<file path="src/rtl/uart_mem_loader.sv">
// UART boot loader: receives a framed 8N1 byte stream on rx and writes each
// 32-bit little-endian word into the four byte-lane banks of imem or dmem.
// Holds the core (busy) while a frame is being accepted.
module uart_mem_loader #(
    parameter int unsigned CLKS_PER_BIT = 104,
    parameter int unsigned ADDR_W       = 9
) (
    input  logic              clk,
    input  logic              rst,
    input  logic              rx,
    output logic              busy,
    output logic              done,
    output logic              err,
    output logic              CEN_imem  [0:3],
    output logic              GWEN_imem [0:3],
    output logic [7:0]        WEN_imem  [0:3],
    output logic [ADDR_W-1:0] A_imem    [0:3],
    output logic [7:0]        D_imem    [0:3],
    output logic              CEN_dmem  [0:3],
    output logic              GWEN_dmem [0:3],
    output logic [7:0]        WEN_dmem  [0:3],
    output logic [ADDR_W-1:0] A_dmem    [0:3],
    output logic [7:0]        D_dmem    [0:3]
);

    localparam int unsigned   CW        = $clog2(CLKS_PER_BIT);
    localparam logic [CW-1:0] BIT_LAST  = CW'(CLKS_PER_BIT - 1);
    localparam logic [CW-1:0] HALF_LAST = CW'(CLKS_PER_BIT / 2 - 1);
    localparam logic [16:0]   MAX_LEN   = 17'(1) << ADDR_W;

    typedef enum logic [1:0] {R_IDLE, R_START, R_DATA, R_STOP} rx_state_e;
    typedef enum logic [3:0] {
        S_IDLE, S_TGT, S_AL, S_AH, S_LL, S_LH, S_DATA, S_WRITE, S_CSUM
    } state_e;

    // receiver state
    logic          rx_s1_q, rx_s2_q, rx_s3_q;
    rx_state_e     rs_q, rs_d;
    logic [CW-1:0] bcnt_q, bcnt_d;
    logic [2:0]    bit_q, bit_d;
    logic [7:0]    sh_q, sh_d;
    logic          byte_vld, frm_err;

    // frame state
    state_e            st_q, st_d;
    logic              sel_q, sel_d;          // 1 = dmem
    logic [ADDR_W-1:0] addr_q, addr_d;
    logic [15:0]       len_q, len_d;
    logic [7:0]        lane_q [0:2];
    logic [7:0]        lane_d [0:2];
    logic [1:0]        idx_q, idx_d;
    logic [7:0]        csum_q, csum_d;
    logic              busy_q, busy_d, done_q, done_d, err_q, err_d;

    // registered SRAM pins (cen_* is active-low and also drives GWEN/WEN)
    logic              cen_i_q, cen_i_d, cen_m_q, cen_m_d;
    logic [ADDR_W-1:0] a_i_q, a_i_d, a_m_q, a_m_d;
    logic [7:0]        d_i_q [0:3];
    logic [7:0]        d_i_d [0:3];
    logic [7:0]        d_m_q [0:3];
    logic [7:0]        d_m_d [0:3];

    // 2-flop synchroniser plus one more stage for falling-edge detection
    always_ff @(posedge clk or negedge rst) begin
        if (!rst) begin
            rx_s1_q <= 1'b1;
            rx_s2_q <= 1'b1;
            rx_s3_q <= 1'b1;
        end else begin
            rx_s1_q <= rx;
            rx_s2_q <= rx_s1_q;
            rx_s3_q <= rx_s2_q;
        end
    end

    // receiver state registers
    always_ff @(posedge clk or negedge rst) begin
        if (!rst) begin
            rs_q   <= R_IDLE;
            bcnt_q <= '0;
            bit_q  <= '0;
            sh_q   <= '0;
        end else begin
            rs_q   <= rs_d;
            bcnt_q <= bcnt_d;
            bit_q  <= bit_d;
            sh_q   <= sh_d;
        end
    end

    // receiver next state: start-bit recheck at half bit, then bit-centre sampling
    always_comb begin
        rs_d     = rs_q;
        bcnt_d   = bcnt_q;
        bit_d    = bit_q;
        sh_d     = sh_q;
        byte_vld = 1'b0;
        frm_err  = 1'b0;
        case (rs_q)
            R_IDLE: begin
                bcnt_d = '0;
                if (rx_s3_q && !rx_s2_q) rs_d = R_START;
            end
            R_START: begin
                if (bcnt_q == HALF_LAST) begin
                    bcnt_d = '0;
                    bit_d  = '0;
                    rs_d   = rx_s2_q ? R_IDLE : R_DATA;
                end else begin
                    bcnt_d = bcnt_q + 1'b1;
                end
            end
            R_DATA: begin
                if (bcnt_q == BIT_LAST) begin
                    bcnt_d = '0;
                    sh_d   = {rx_s2_q, sh_q[7:1]};
                    bit_d  = bit_q + 1'b1;
                    if (bit_q == 3'd7) rs_d = R_STOP;
                end else begin
                    bcnt_d = bcnt_q + 1'b1;
                end
            end
            R_STOP: begin
                if (bcnt_q == BIT_LAST) begin
                    bcnt_d = '0;
                    rs_d   = R_IDLE;
                    if (rx_s2_q) byte_vld = 1'b1;
                    else         frm_err  = 1'b1;
                end else begin
                    bcnt_d = bcnt_q + 1'b1;
                end
            end
            default: rs_d = R_IDLE;
        endcase
    end

    // frame FSM and SRAM pin registers
    always_ff @(posedge clk or negedge rst) begin
        if (!rst) begin
            st_q    <= S_IDLE;
            sel_q   <= 1'b0;
            addr_q  <= '0;
            len_q   <= '0;
            lane_q  <= '{default: '0};
            idx_q   <= '0;
            csum_q  <= '0;
            busy_q  <= 1'b0;
            done_q  <= 1'b0;
            err_q   <= 1'b0;
            cen_i_q <= 1'b1;
            cen_m_q <= 1'b1;
            a_i_q   <= '0;
            a_m_q   <= '0;
            d_i_q   <= '{default: '0};
            d_m_q   <= '{default: '0};
        end else begin
            st_q    <= st_d;
            sel_q   <= sel_d;
            addr_q  <= addr_d;
            len_q   <= len_d;
            lane_q  <= lane_d;
            idx_q   <= idx_d;
            csum_q  <= csum_d;
            busy_q  <= busy_d;
            done_q  <= done_d;
            err_q   <= err_d;
            cen_i_q <= cen_i_d;
            cen_m_q <= cen_m_d;
            a_i_q   <= a_i_d;
            a_m_q   <= a_m_d;
            d_i_q   <= d_i_d;
            d_m_q   <= d_m_d;
        end
    end

    // frame FSM next state; the write is set up on the 4th byte so the
    // SRAM pins are active exactly during the WRITE cycle
    always_comb begin
        st_d    = st_q;
        sel_d   = sel_q;
        addr_d  = addr_q;
        len_d   = len_q;
        lane_d  = lane_q;
        idx_d   = idx_q;
        csum_d  = csum_q;
        busy_d  = busy_q;
        done_d  = 1'b0;
        err_d   = err_q;
        cen_i_d = 1'b1;
        cen_m_d = 1'b1;
        a_i_d   = '0;
        a_m_d   = '0;
        d_i_d   = '{default: '0};
        d_m_d   = '{default: '0};
        if (frm_err) begin
            st_d   = S_IDLE;
            busy_d = 1'b0;
            err_d  = 1'b1;
        end else begin
            case (st_q)
                S_IDLE: if (byte_vld && sh_q == 8'hA5) begin
                    st_d   = S_TGT;
                    busy_d = 1'b1;
                    err_d  = 1'b0;
                end
                S_TGT: if (byte_vld) begin
                    if (sh_q == 8'h00 || sh_q == 8'h01) begin
                        sel_d = sh_q[0];
                        st_d  = S_AL;
                    end else begin
                        st_d   = S_IDLE;
                        busy_d = 1'b0;
                        err_d  = 1'b1;
                    end
                end
                S_AL: if (byte_vld) begin
                    addr_d = ADDR_W'(sh_q);
                    st_d   = S_AH;
                end
                S_AH: if (byte_vld) begin
                    addr_d = ADDR_W'({sh_q, 8'(addr_q)});
                    st_d   = S_LL;
                end
                S_LL: if (byte_vld) begin
                    len_d = {8'h00, sh_q};
                    st_d  = S_LH;
                end
                S_LH: if (byte_vld) begin
                    if ({sh_q, len_q[7:0]} == 16'h0000 ||
                        {1'b0, sh_q, len_q[7:0]} > MAX_LEN) begin
                        st_d   = S_IDLE;
                        busy_d = 1'b0;
                        err_d  = 1'b1;
                    end else begin
                        len_d  = {sh_q, len_q[7:0]};
                        idx_d  = '0;
                        csum_d = '0;
                        st_d   = S_DATA;
                    end
                end
                S_DATA: if (byte_vld) begin
                    csum_d = csum_q + sh_q;
                    if (idx_q == 2'd3) begin
                        idx_d = '0;
                        st_d  = S_WRITE;
                        if (sel_q) begin
                            cen_m_d = 1'b0;
                            a_m_d   = addr_q;
                            d_m_d   = '{lane_q[0], lane_q[1], lane_q[2], sh_q};
                        end else begin
                            cen_i_d = 1'b0;
                            a_i_d   = addr_q;
                            d_i_d   = '{lane_q[0], lane_q[1], lane_q[2], sh_q};
                        end
                    end else begin
                        lane_d[idx_q] = sh_q;
                        idx_d         = idx_q + 1'b1;
                    end
                end
                S_WRITE: begin
                    addr_d = addr_q + 1'b1;
                    len_d  = len_q - 1'b1;
                    st_d   = (len_q == 16'd1) ? S_CSUM : S_DATA;
                end
                S_CSUM: if (byte_vld) begin
                    st_d   = S_IDLE;
                    busy_d = 1'b0;
                    if (sh_q == csum_q) done_d = 1'b1;
                    else                err_d  = 1'b1;
                end
                default: begin
                    st_d   = S_IDLE;
                    busy_d = 1'b0;
                end
            endcase
        end
    end

    // fan the registered write controls out to all four banks
    always_comb begin
        busy = busy_q;
        done = done_q;
        err  = err_q;
        for (int unsigned k = 0; k < 4; k++) begin
            CEN_imem[k]  = cen_i_q;
            GWEN_imem[k] = cen_i_q;
            WEN_imem[k]  = {8{cen_i_q}};
            A_imem[k]    = a_i_q;
            D_imem[k]    = d_i_q[k];
            CEN_dmem[k]  = cen_m_q;
            GWEN_dmem[k] = cen_m_q;
            WEN_dmem[k]  = {8{cen_m_q}};
            A_dmem[k]    = a_m_q;
            D_dmem[k]    = d_m_q[k];
        end
    end

endmodule
</file>
<file path="config.mk">
export PLATFORM = sky130hd
export DESIGN_NAME = uart_mem_loader
export DESIGN_NICKNAME = d
export VERILOG_FILES = /design/src/rtl/uart_mem_loader.sv
export SDC_FILE = /design/constraint.sdc
export NUM_CORES = 1
export LEC_CHECK = 0
export ABC_CLOCK_PERIOD_IN_PS = 1900
export BUFFER_PORTS_ARGS = -buffer_cell sky130_fd_sc_hd__buf_4
export CAP_MARGIN = 20
export CORE_MARGIN = 5
export CORE_UTILIZATION = 45
export CTS_BUF_LIST = sky130_fd_sc_hd__clkbuf_8
export CTS_CLUSTER_SIZE = 24
export DETAILED_ROUTE_END_ITERATION = 7
export PLACE_DENSITY = 0.72
export SLEW_MARGIN = 20
export SYNTH_ARGS = -nofsm -noshare
export SYNTH_HDL_FRONTEND = slang
export SYNTH_SLANG_ARGS = --single-unit
</file>
<file path="constraint.sdc">
create_clock -name clk -period 1.9 [get_ports clk]
set_input_delay 0.19 -clock clk [delete_from_list [all_inputs] [get_ports clk]]
set_output_delay 0.19 -clock clk [all_outputs]
set_load 0.01 [all_outputs]
</file>
==> results.yml <==
synth:
  postSynthNetCount: 840
  syn_area_per_cell_um2: 10.7
  ys_warn_count: 0
  synth_ff_type: "dfrtp_1"
  yosysSeqAreaShare: 0.500
  ys_async_sr_fraction: 1.00
  synthesis.instances: 818
  synth.ff_latch_count: 174
  synth.lib_cells_used.distinct: 73
  synth_enable_flop_cells: 0
  syn_std_cell_area_mm2: 0.00871
global_routing:
  global_route.usage.total: 0.188
  first_global_vias: 6330
  globalRoute.totalOverflow: 0
  maximum_number_of_pins_on_one_net_before_global_route_repair: 53
  grt_pass1_wl_mm: 33.3
  antenna_found_initial: 0
critical_path:
  criticalPathCategory: "reg -> reg"
  critical_path.startpoint_type: "register"
  regToRegSetupSlack_ps: -150
  crit_path_max_fanout: 19
  data_arrival_at_the_endpoint_of_the_critical_path_ps: 2440
  launch_point_of_the_worst_reg_to_reg_path: "bcnt_q[1]"
  worst_ep_required_time_ps: 2290
  worstReg2RegEnd: "D_imem[19]"
  end_kind: "register"
  reg2reg_depth: 10
layout:
  area.growth.synth_to_final_pct: 30.9
  layout.cells.most_common_list: "buf_4, dfrtp_1, and2_1"
  drive_above_1_share: 0.481
  design_area_mm2: 0.0114
  nets: 1027
  diodes: 0
  final_common_cell: "buf_4"
detailed_routing:
  number_of_vias_after_detailed_routing: 6491
  route.detailed.drc: 0
  via_cell_ratio: 5.06
  detail_route.wirelength_mm: 22.5
  dr.first_iter.drc_count: 425
  detailedRoute.firstPassIterationCount: 5
  avgRoutedWirePerCell_um: 17.5
  antenna_left: 0
sta:
  clock.fmax_mhz: 487
  setup_tns_ps: -5000
  skew_ps: 17.9
  report.final.setup_viol: 114
  finalCriticalPeriod_ps: 2050
  timing_max_transition_violations_final: 0
  setup_repair_after_global_routing_missed_its_margin: "true"
  relative_slew_slack: 0.697
  final.setup.worst_slack_ps: -151
  fin_crit_sh: 1.08
  worst_pin_slew_ps: 454
  hold_viol_final: 0
clocking:
  cts.root.buffer_cell: "clkbuf_8"
  clk_slew_on_worst_s_h_paths_ps: 100
  ctsLongestPathBuffers: 2
  tritoncts: "done"
  cts_max_level: 4
  cts_num_sinks: 174
  cts-buffers-inserted: 17
  clk_latency_ps: 470
floorplan:
  core-area_mm2: 0.0193
  die_height_um: 149
  effective_utilization_at_floorplan: 0.452
  placementRows: 51
  die_width_um: 149
  die_area_mm2: 0.0222
  pin_count: 222
run_status:
  violations_in_the_final_reports: "setup timing"
  run_status: "finished, violations left"
power_and_ir_drop:
  vdd_ir_drop_max_uv: 737
  p_leak_nw: 5.67
  power_density_normalized_to_cell_area_mw_per_mm2: 598
place:
  post-dp-hpwl_mm: 15.3
  dpl_cell_area_mm2: 0.0103
  routabilityCongestion: 0.923
  portBuffers: 221
min_path:
  worst_hold_path_type: "in -> async"
flow_run:
  max_cap_violations: 0
[area by class of cell]
| cell class | instances | area [µm²] |
|---|---|---|
| tap | 265 | 332 |
| sequential | 174 | 4370 |
| inverter | 21 | 86.3 |
| fill | 1530 | 7860 |
| clock buffer | 18 | 248 |
| multi-input combinational | 452 | 3480 |
| clock inverter | 14 | 164 |
| timing repair buffer | 339 | 2740 |
[routing by layer]
metal | up-vias | part of all wire | routed length, µm | GRT usage
li1 | 3016 | - | - | -
met1 | 3202 | 0.40 | 8990 | 0.233
met2 | 247 | 0.52 | 11600 | 0.325
met3 | 26 | 0.070 | 1570 | 0.0468
met4 | 0 | 0.014 | 324 | 0.0572
met5 | - | 0 | 0 | 0
[repair_timing]
action,in CTS,in global routing
hold endpoints to repair,41,0
resized for setup,60,83
hold buffers,2,0
cloned,1,8
setup buffers,9,13
pin swaps,15,26
setup endpoints to repair,183,186
[worst max path at each step]
stage	startpoint	end	slack, ps	cells after the start
floorplan	sh_q[1]	csum_q[7]	-9	7
global placement	bcnt_q[1]	len_q[9]	-110	7
detailed placement	bcnt_q[1]	len_q[9]	-180	7
CTS	sh_q[4]	csum_q[7]	-80	8
global route	bcnt_q[1]	D_imem[19]	-250	10
finish	bcnt_q[1]	D_imem[19]	-150	10
[registers in the layout, summed over array words and instances, names as in the netlist, 2 cells and up, named ones only]
signal  flops
D_dmem     32
addr_q      9
bit_q       3
D_imem     32
lane_q     24
csum_q      8
a_i_q       9
len_q      16
st_q        4
bcnt_q      7
idx_q       2
sh_q        8
a_m_q       9
[critical path, cell delays in order, from the launching register on]
cell and delay [ps]:
dfrtp_1 370, ha_2 180, nand4_1 120, or2_4 310
buf_6 140, nor2_4 160, nand2_2 100, nor2_4 140
buf_4 140, buf_12 140, and2_1 180
[stage by stage]
step                      total power, W   util  cells  hold slack [ps]  worst slack (ps)
final                            0.00682  0.592   1283              222              -151
after global routing             0.00708  0.592   1283              225              -247
after CTS                        0.00684  0.569   1263              210             -81.7
after detailed placement         0.00422  0.534   1222              149              -185
after global placement           0.00420  0.534   1222              147              -108
after floorplan                  0.00403      -    818             -106             -8.55
[synth_stat cells, drive strengths merged (2+ instances only)]
cell type | count | share of area
a21oi | 25 | 0.015
o41ai | 3 | 0.0030
dfstp | 5 | 0.015
a32oi | 6 | 0.0060
nor2b | 3 | 0.0022
a22o | 5 | 0.0050
nor4bb | 2 | 0.0023
inv | 21 | 0.0090
a21o | 5 | 0.0043
clkbuf | 16 | 0.0070
xor2 | 7 | 0.0070
o21ai | 58 | 0.034
dfrtp | 169 | 0.49
buf | 157 | 0.13
nand3 | 12 | 0.0089
nand2 | 33 | 0.015
or2 | 3 | 0.0022
a211o | 2 | 0.0020
ha | 18 | 0.026
and3 | 7 | 0.0050
o211ai | 3 | 0.0032
mux2i | 2 | 0.0023
a31oi | 4 | 0.0046
o21a | 2 | 0.0017
nand4 | 3 | 0.0022
o22ai | 2 | 0.0022
nor4b | 3 | 0.0055
mux2 | 35 | 0.045
nor4 | 6 | 0.0060
nor2 | 53 | 0.024
nor3 | 29 | 0.018
nor3b | 3 | 0.0026
a41oi | 2 | 0.0020
and2 | 83 | 0.060
a22oi | 6 | 0.0052
xnor2 | 6 | 0.0060
o2bb2ai | 3 | 0.0030
[power by group]
group	leakage, nW	internal (W)	switching [W]
clock network	0.203	0.00114	0.00151
registers	2.41	0.00374	0.0000261
logic	3.06	0.000173	0.000228
[cells by family (layout without fill, tap and decap cells)]
group,Yosys count,count (layout),share of synthesized area
compound gates,133,134,0.0978
xor+xnor,13,13,0.0131
fa+ha+maj,19,19,0.0281
buf+inv,194,392,0.151
flops,174,174,0.500
mux,37,37,0.0475
simple gates,248,249,0.162
No activity file was read; power rests on OpenSTA's default activity.
